**config.mk**
```make
export PLATFORM = sky130hd
export DESIGN_NAME = display_scanner
export DESIGN_NICKNAME = d
export VERILOG_FILES = /design/src/rtl/display_pkg.sv /design/src/rtl/slot_counter.sv /design/src/rtl/display_scanner.sv
export SDC_FILE = /design/constraint.sdc
export NUM_CORES = 1
export LEC_CHECK = 0
export CAP_MARGIN = 20
export CORE_ASPECT_RATIO = 0.75
export CORE_MARGIN = 2
export CORE_UTILIZATION = 57
export DETAILED_ROUTE_END_ITERATION = 6
export GPL_ROUTABILITY_DRIVEN = 0
export GPL_TIMING_DRIVEN = 0
export PLACE_DENSITY = 0.84
export SLEW_MARGIN = 15
export SYNTH_ARGS = -nofsm -noshare
export SYNTH_HDL_FRONTEND = slang
export SYNTH_SLANG_ARGS = --single-unit
```
**constraint.sdc**
```tcl
create_clock -name clk -period 4.78 [get_ports clk]
set_input_delay 0.956 -clock clk [delete_from_list [all_inputs] [get_ports clk]]
set_output_delay 0.956 -clock clk [all_outputs]
set_load 0.01 [all_outputs]
```
**src/rtl/display_pkg.sv**
```systemverilog
// rtl/display_pkg.sv - shared anode patterns, slot index and scanner state types
package display_pkg;

  localparam logic [3:0] ANODE_OFF = 4'b1111;
  localparam logic [3:0] DIGIT0    = 4'b1110;
  localparam logic [3:0] DIGIT1    = 4'b1101;
  localparam logic [3:0] DIGIT2    = 4'b1011;
  localparam logic [3:0] DIGIT3    = 4'b0111;

  typedef logic [1:0] slot_t;

  typedef enum logic {BLANK, SHOW} scan_state_t;

  function automatic logic [3:0] slot_anode(input slot_t slot);
    case (slot)
      2'd0:    slot_anode = DIGIT0;
      2'd1:    slot_anode = DIGIT1;
      2'd2:    slot_anode = DIGIT2;
      default: slot_anode = DIGIT3;
    endcase
  endfunction

endpackage

```
**src/rtl/slot_counter.sv**
```systemverilog
// rtl/slot_counter.sv - loadable down-counter, done on the last cycle of a state
module slot_counter #(
  parameter int WIDTH = 2
) (
  input  logic             clk,
  input  logic             rst,
  input  logic             load,
  input  logic [WIDTH-1:0] load_value,
  output logic             done
);

  logic [WIDTH-1:0] count;

  always_ff @(posedge clk) begin
    if (rst) begin
      count <= '0;
    end else if (load) begin
      count <= load_value;
    end else if (count != '0) begin
      count <= count - 1'b1;
    end
  end

  assign done = (count == '0);

endmodule

```
**src/rtl/display_scanner.sv**
```systemverilog
// rtl/display_scanner.sv - four-digit display scanner with per-frame operand capture
// Optional inter-digit blanking is compiled in with `define SCAN_BLANK_EN.
module display_scanner #(
  parameter int TICK_DIV     = 100000,
  parameter int BLANK_CYCLES = 1000
) (
  input  logic       clk,
  input  logic       rst,
  input  logic [3:0] in_a,
  input  logic [3:0] in_b,
  input  logic       freeze,
  output logic [3:0] anode,
  output logic [3:0] a_out,
  output logic [3:0] b_out,
  output logic [3:0] sum_out,
  output logic [3:0] diff_out,
  output logic       frame_start
);

  import display_pkg::*;

  localparam int CNT_MAX = (TICK_DIV > BLANK_CYCLES) ? TICK_DIV : BLANK_CYCLES;
  localparam int CW      = $clog2(CNT_MAX);
  localparam logic [CW-1:0] SHOW_LOAD = CW'(TICK_DIV - 1);
`ifdef SCAN_BLANK_EN
  localparam logic [CW-1:0] BLANK_LOAD = CW'(BLANK_CYCLES - 1);
`endif

  scan_state_t     state_q, state_d;
  slot_t           slot_q, slot_d;
  logic            running_q;
  logic            load;
  logic [CW-1:0]   load_val;
  logic            done;
  logic            boundary;
  logic [3:0]      anode_d;

  slot_counter #(.WIDTH(CW)) u_slot_counter (
    .clk        (clk),
    .rst        (rst),
    .load       (load),
    .load_value (load_val),
    .done       (done)
  );

  // The first edge out of reset behaves as a frame boundary into slot 0.
  always_comb begin
    state_d  = state_q;
    slot_d   = slot_q;
    load     = 1'b0;
    load_val = SHOW_LOAD;
    boundary = 1'b0;
    anode_d  = anode;
    if (!running_q) begin
      boundary = 1'b1;
      slot_d   = 2'd0;
      load     = 1'b1;
`ifdef SCAN_BLANK_EN
      state_d  = BLANK;
      load_val = BLANK_LOAD;
      anode_d  = ANODE_OFF;
`else
      state_d  = SHOW;
      anode_d  = slot_anode(2'd0);
`endif
    end
`ifdef SCAN_BLANK_EN
    else if (done && state_q == BLANK) begin
      load    = 1'b1;
      state_d = SHOW;
      anode_d = slot_anode(slot_q);
    end
`endif
    else if (done && state_q == SHOW) begin
      load     = 1'b1;
      slot_d   = slot_t'(slot_q + 2'd1);
      boundary = (slot_q == 2'd3);
`ifdef SCAN_BLANK_EN
      state_d  = BLANK;
      load_val = BLANK_LOAD;
      anode_d  = ANODE_OFF;
`else
      state_d  = SHOW;
      anode_d  = slot_anode(slot_t'(slot_q + 2'd1));
`endif
    end
  end

  always_ff @(posedge clk) begin
    if (rst) begin
      running_q   <= 1'b0;
      state_q     <= SHOW;
      slot_q      <= 2'd0;
      anode       <= ANODE_OFF;
      frame_start <= 1'b0;
      a_out       <= 4'd0;
      b_out       <= 4'd0;
      sum_out     <= 4'd0;
      diff_out    <= 4'd0;
    end else begin
      running_q   <= 1'b1;
      state_q     <= state_d;
      slot_q      <= slot_d;
      anode       <= anode_d;
      frame_start <= boundary;
      if (boundary && !freeze) begin
        a_out    <= in_a;
        b_out    <= in_b;
        sum_out  <= in_a + in_b;
        diff_out <= in_a - in_b;
      end
    end
  end

endmodule

```
==> impl_metrics.tcl <==
set metrics [dict create \
    status "finished clean" \
    die_h_um 55.1 \
    r2r_slack_ps 2260 \
    relSlewSlack_pct 50.4 \
    layout_commonest_cell "dfxtp_1" \
    r2r-end "sum_out[0]$_SDFFE_PP0P_" \
    grt_pass1_wl_mm 6.94 \
    postCtsSetupRepairBufs 0 \
    timing.final.crit_period_ps 2520 \
    hold_buffers 0 \
    drive_above_1_share_pct 7.45 \
    clockBufferDepth 2 \
    path_buf_inv 2 \
    comb_power_share_pct 17.6 \
    synth_top_cells_by_area "dfxtp_1, ha_1, mux2i_1, nand2_1, xnor2_1" \
    cts_tree "done" \
    syn_nets 241 \
    cts_resized 0 \
    viasPerCell 5.45 \
    cp-end-kind "flip-flop" \
    critPathMaxFanout 10 \
    die_w_um 72.1 \
    clk_latency_ps 300 \
    vias 1607 \
    drc_errors 0 \
    wl_mm 4.36 \
    worst_hold_path_type "reg2reg" \
    grt_max_degree 13 \
    rows 18 \
    port_buffers 31 \
    pre_cts_slack_ps 2050 \
    io-pin-count 32 \
    power_frac_clock_pct 35.4 \
    die_area_um2 3970 \
    r2r_start "u_slot_counter.count[0]$_SDFFE_PP0P_" \
    syn_area_per_cell_um2 9.17 \
    post-dp-hpwl_mm 3.07 \
    core_area_um2 3310 \
    area_growth_pct 23.6 \
    grtUsageTotal_pct 23.6 \
    postRouteAntennaNets 0 \
    drt_iter0_markers 87 \
    grt_pass1_vias 1473 \
    crit_arrival_ps 2700 \
    seq_power_share_pct 47.0 \
    antenna_cells 0 \
    whs_endpoint "b_out[3]$_SDFFE_PP0P_" \
    ir_drop_uv 204 \
    drv_slew 0 \
    worst_path_max_delay_cell "nor4b_2" \
    synth_edf_count 0 \
    cts.sinks 40 \
    rsz0062_at_grt "no" \
    finalHoldViolations 0 \
    syn-cell-area_um2 1980 \
    synth-seq-cells 40 \
    crit_path_start_kind "flip-flop" \
    max_slew.worst_pin.slew_ps 737 \
    synth_top_cell_by_area "dfxtp_1" \
    p_sw_share_pct 26.6 \
    ys_types 41 \
    cp_slowest_stage_delay_ps 460 \
    ys.flop_type "dfxtp_1" \
    async_flop_share_pct 0 \
    timing_worst_setup_path_type "reg2reg" \
    worst_slack_ps 2260 \
    power_density_nw_per_um2 320 \
    clockRootBuffer "clkbuf_8" \
    yosysWarnings 0 \
    first_pass_iters 4 \
    grt-ovfl-total 0 \
    synth_cells 216 \
    cts-htree-levels 2 \
    initial_core_util_pct 59.8 \
    max_freq_mhz 398 \
    drv_cap 0 \
    cpLargestDelayFamily "simple AND/OR/NAND/NOR gates" \
    switchingPower_mw 0.208 \
    antenna_found_initial 0 \
    r2r_cells 7 \
    skew_ps 3.96 \
    final_cell_mix "dfxtp_1, nand2_1, clkdlybuf4s50_1, nor2_1" \
    worstHoldStart "b_out[3]$_SDFFE_PP0P_" \
    yosysSeqAreaShare_pct 40.4 \
    fin_setup_tns_ps 0 \
    cp.required_ps 4970 \
    netlist.area_leader.share_pct 40.4 \
    nNetsFinal 279 \
    period_share_pct 52.6 \
    cts_made_buffers 5 \
    finalSetupViolCount 0 \
    wl_per_cell_um 14.8 \
    power.leakage_nw 0.998 \
    p_int_mw 0.575 \
    hold_depth 2 \
    path_cells "inv_1 > ha_1 > nor4b_2 > nand4_2 > o22ai_1 > buf_4 > mux2_2" \
    clkTransAtPathRegs_ps 80 \
]
-- tightest hold or removal path: cells and delay by family (launching register included) --
family | cells | cell delay, ps
muxes | 1 | 50
and+or+nand+nor | 1 | 50
DFF | 1 | 320
-- power groups by stage --
| stage | Sequential (mW) | Combinational (mW) | Clock, mW |
|---|---|---|---|
| 2_1_floorplan | 0.376 | 0.0817 | 0 |
| 3_3_place_gp | 0.374 | 0.131 | 0 |
| 3_5_place_dp | 0.375 | 0.134 | 0 |
| 4_1_cts | 0.367 | 0.137 | 0.279 |
| 5_1_grt | 0.370 | 0.151 | 0.292 |
| 6_report | 0.368 | 0.138 | 0.277 |
-- through the flow --
stage	hold WS, ps	utilization (%)	instance area, um^2	total power [mW]	cells
2_1_floorplan	447	-	1980	0.458	216
3_3_place_gp	443	70.7	2340	0.505	287
3_5_place_dp	448	70.7	2340	0.509	287
4_1_cts	465	74.0	2450	0.784	295
5_1_grt	477	74.0	2450	0.813	295
6_report	463	74.0	2450	0.782	295
-- kinds of logic after synthesis --
kind of cell | Yosys count | synth area share [%]
AO/OA/AOI/OAI | 25 | 8.09
AND/OR/NAND/NOR | 82 | 21.5
buffers and inverters | 22 | 4.61
multiplexers | 15 | 7.77
flip-flops | 40 | 40.4
XOR/XNOR | 18 | 7.96
adder cells (fa/ha/maj) | 14 | 9.60
-- synthesized netlist by cell type, types with 2 or more instances --
master,n
o221ai_1,2
nor3_1,5
inv_1,12
xor2_1,9
mux2_2,3
nand2_1,32
nand4_1,2
mux2i_1,12
ha_1,12
nor4_1,4
o31ai_1,3
nor2_1,16
clkbuf_1,7
or4_1,2
buf_4,2
nor2b_1,7
xnor2_1,9
fa_1,2
a21oi_1,10
o211ai_1,3
dfxtp_1,40
a31oi_1,2
nand3_1,2
-- metal layers --
layer  vias to the layer above  routed length [um]  GRT usage (%)
li1                        800                   -              -
met1                       747                2060           30.8
met2                        47                1960           38.5
met3                        13                 226           5.62
met4                         0                 108           9.43
met5                         -                   0              0
-- how the worst max path moves through the flow --
stage / start / to / slack [ps] / depth (start not counted)
2_1_floorplan: in_a[0] / diff_out[1]$_SDFFE_PP0P_ / 2720 / 5
6_report: u_slot_counter.count[0]$_SDFFE_PP0P_ / sum_out[0]$_SDFFE_PP0P_ / 2260 / 7
4_1_cts: u_slot_counter.count[0]$_SDFFE_PP0P_ / sum_out[0]$_SDFFE_PP0P_ / 2290 / 7
3_5_place_dp: in_a[0] / diff_out[1]$_SDFFE_PP0P_ / 2050 / 6
3_3_place_gp: in_a[0] / diff_out[1]$_SDFFE_PP0P_ / 2090 / 6
5_1_grt: u_slot_counter.count[0]$_SDFFE_PP0P_ / sum_out[0]$_SDFFE_PP0P_ / 2120 / 7
-- sequential cells by signal, summed over array words and instances (netlist names) --
register              count
a_out                     4
anode                     4
b_out                     4
diff_out                  3
frame_start               1
running_q                 1
slot_q                    2
sum_out                   4
u_slot_counter.count     17
-- layout make-up --
type | count | area (um^2)
buffer | 10 | 46.3
multi-input combinational | 154 | 1090
clock buffer | 6 | 72.6
inverter | 12 | 45.0
clock inverter | 2 | 35.0
sequential | 40 | 801
timing repair buffer | 31 | 310
tap | 40 | 50.0
fill | 242 | 862
Power figures use the tool's default switching activity.
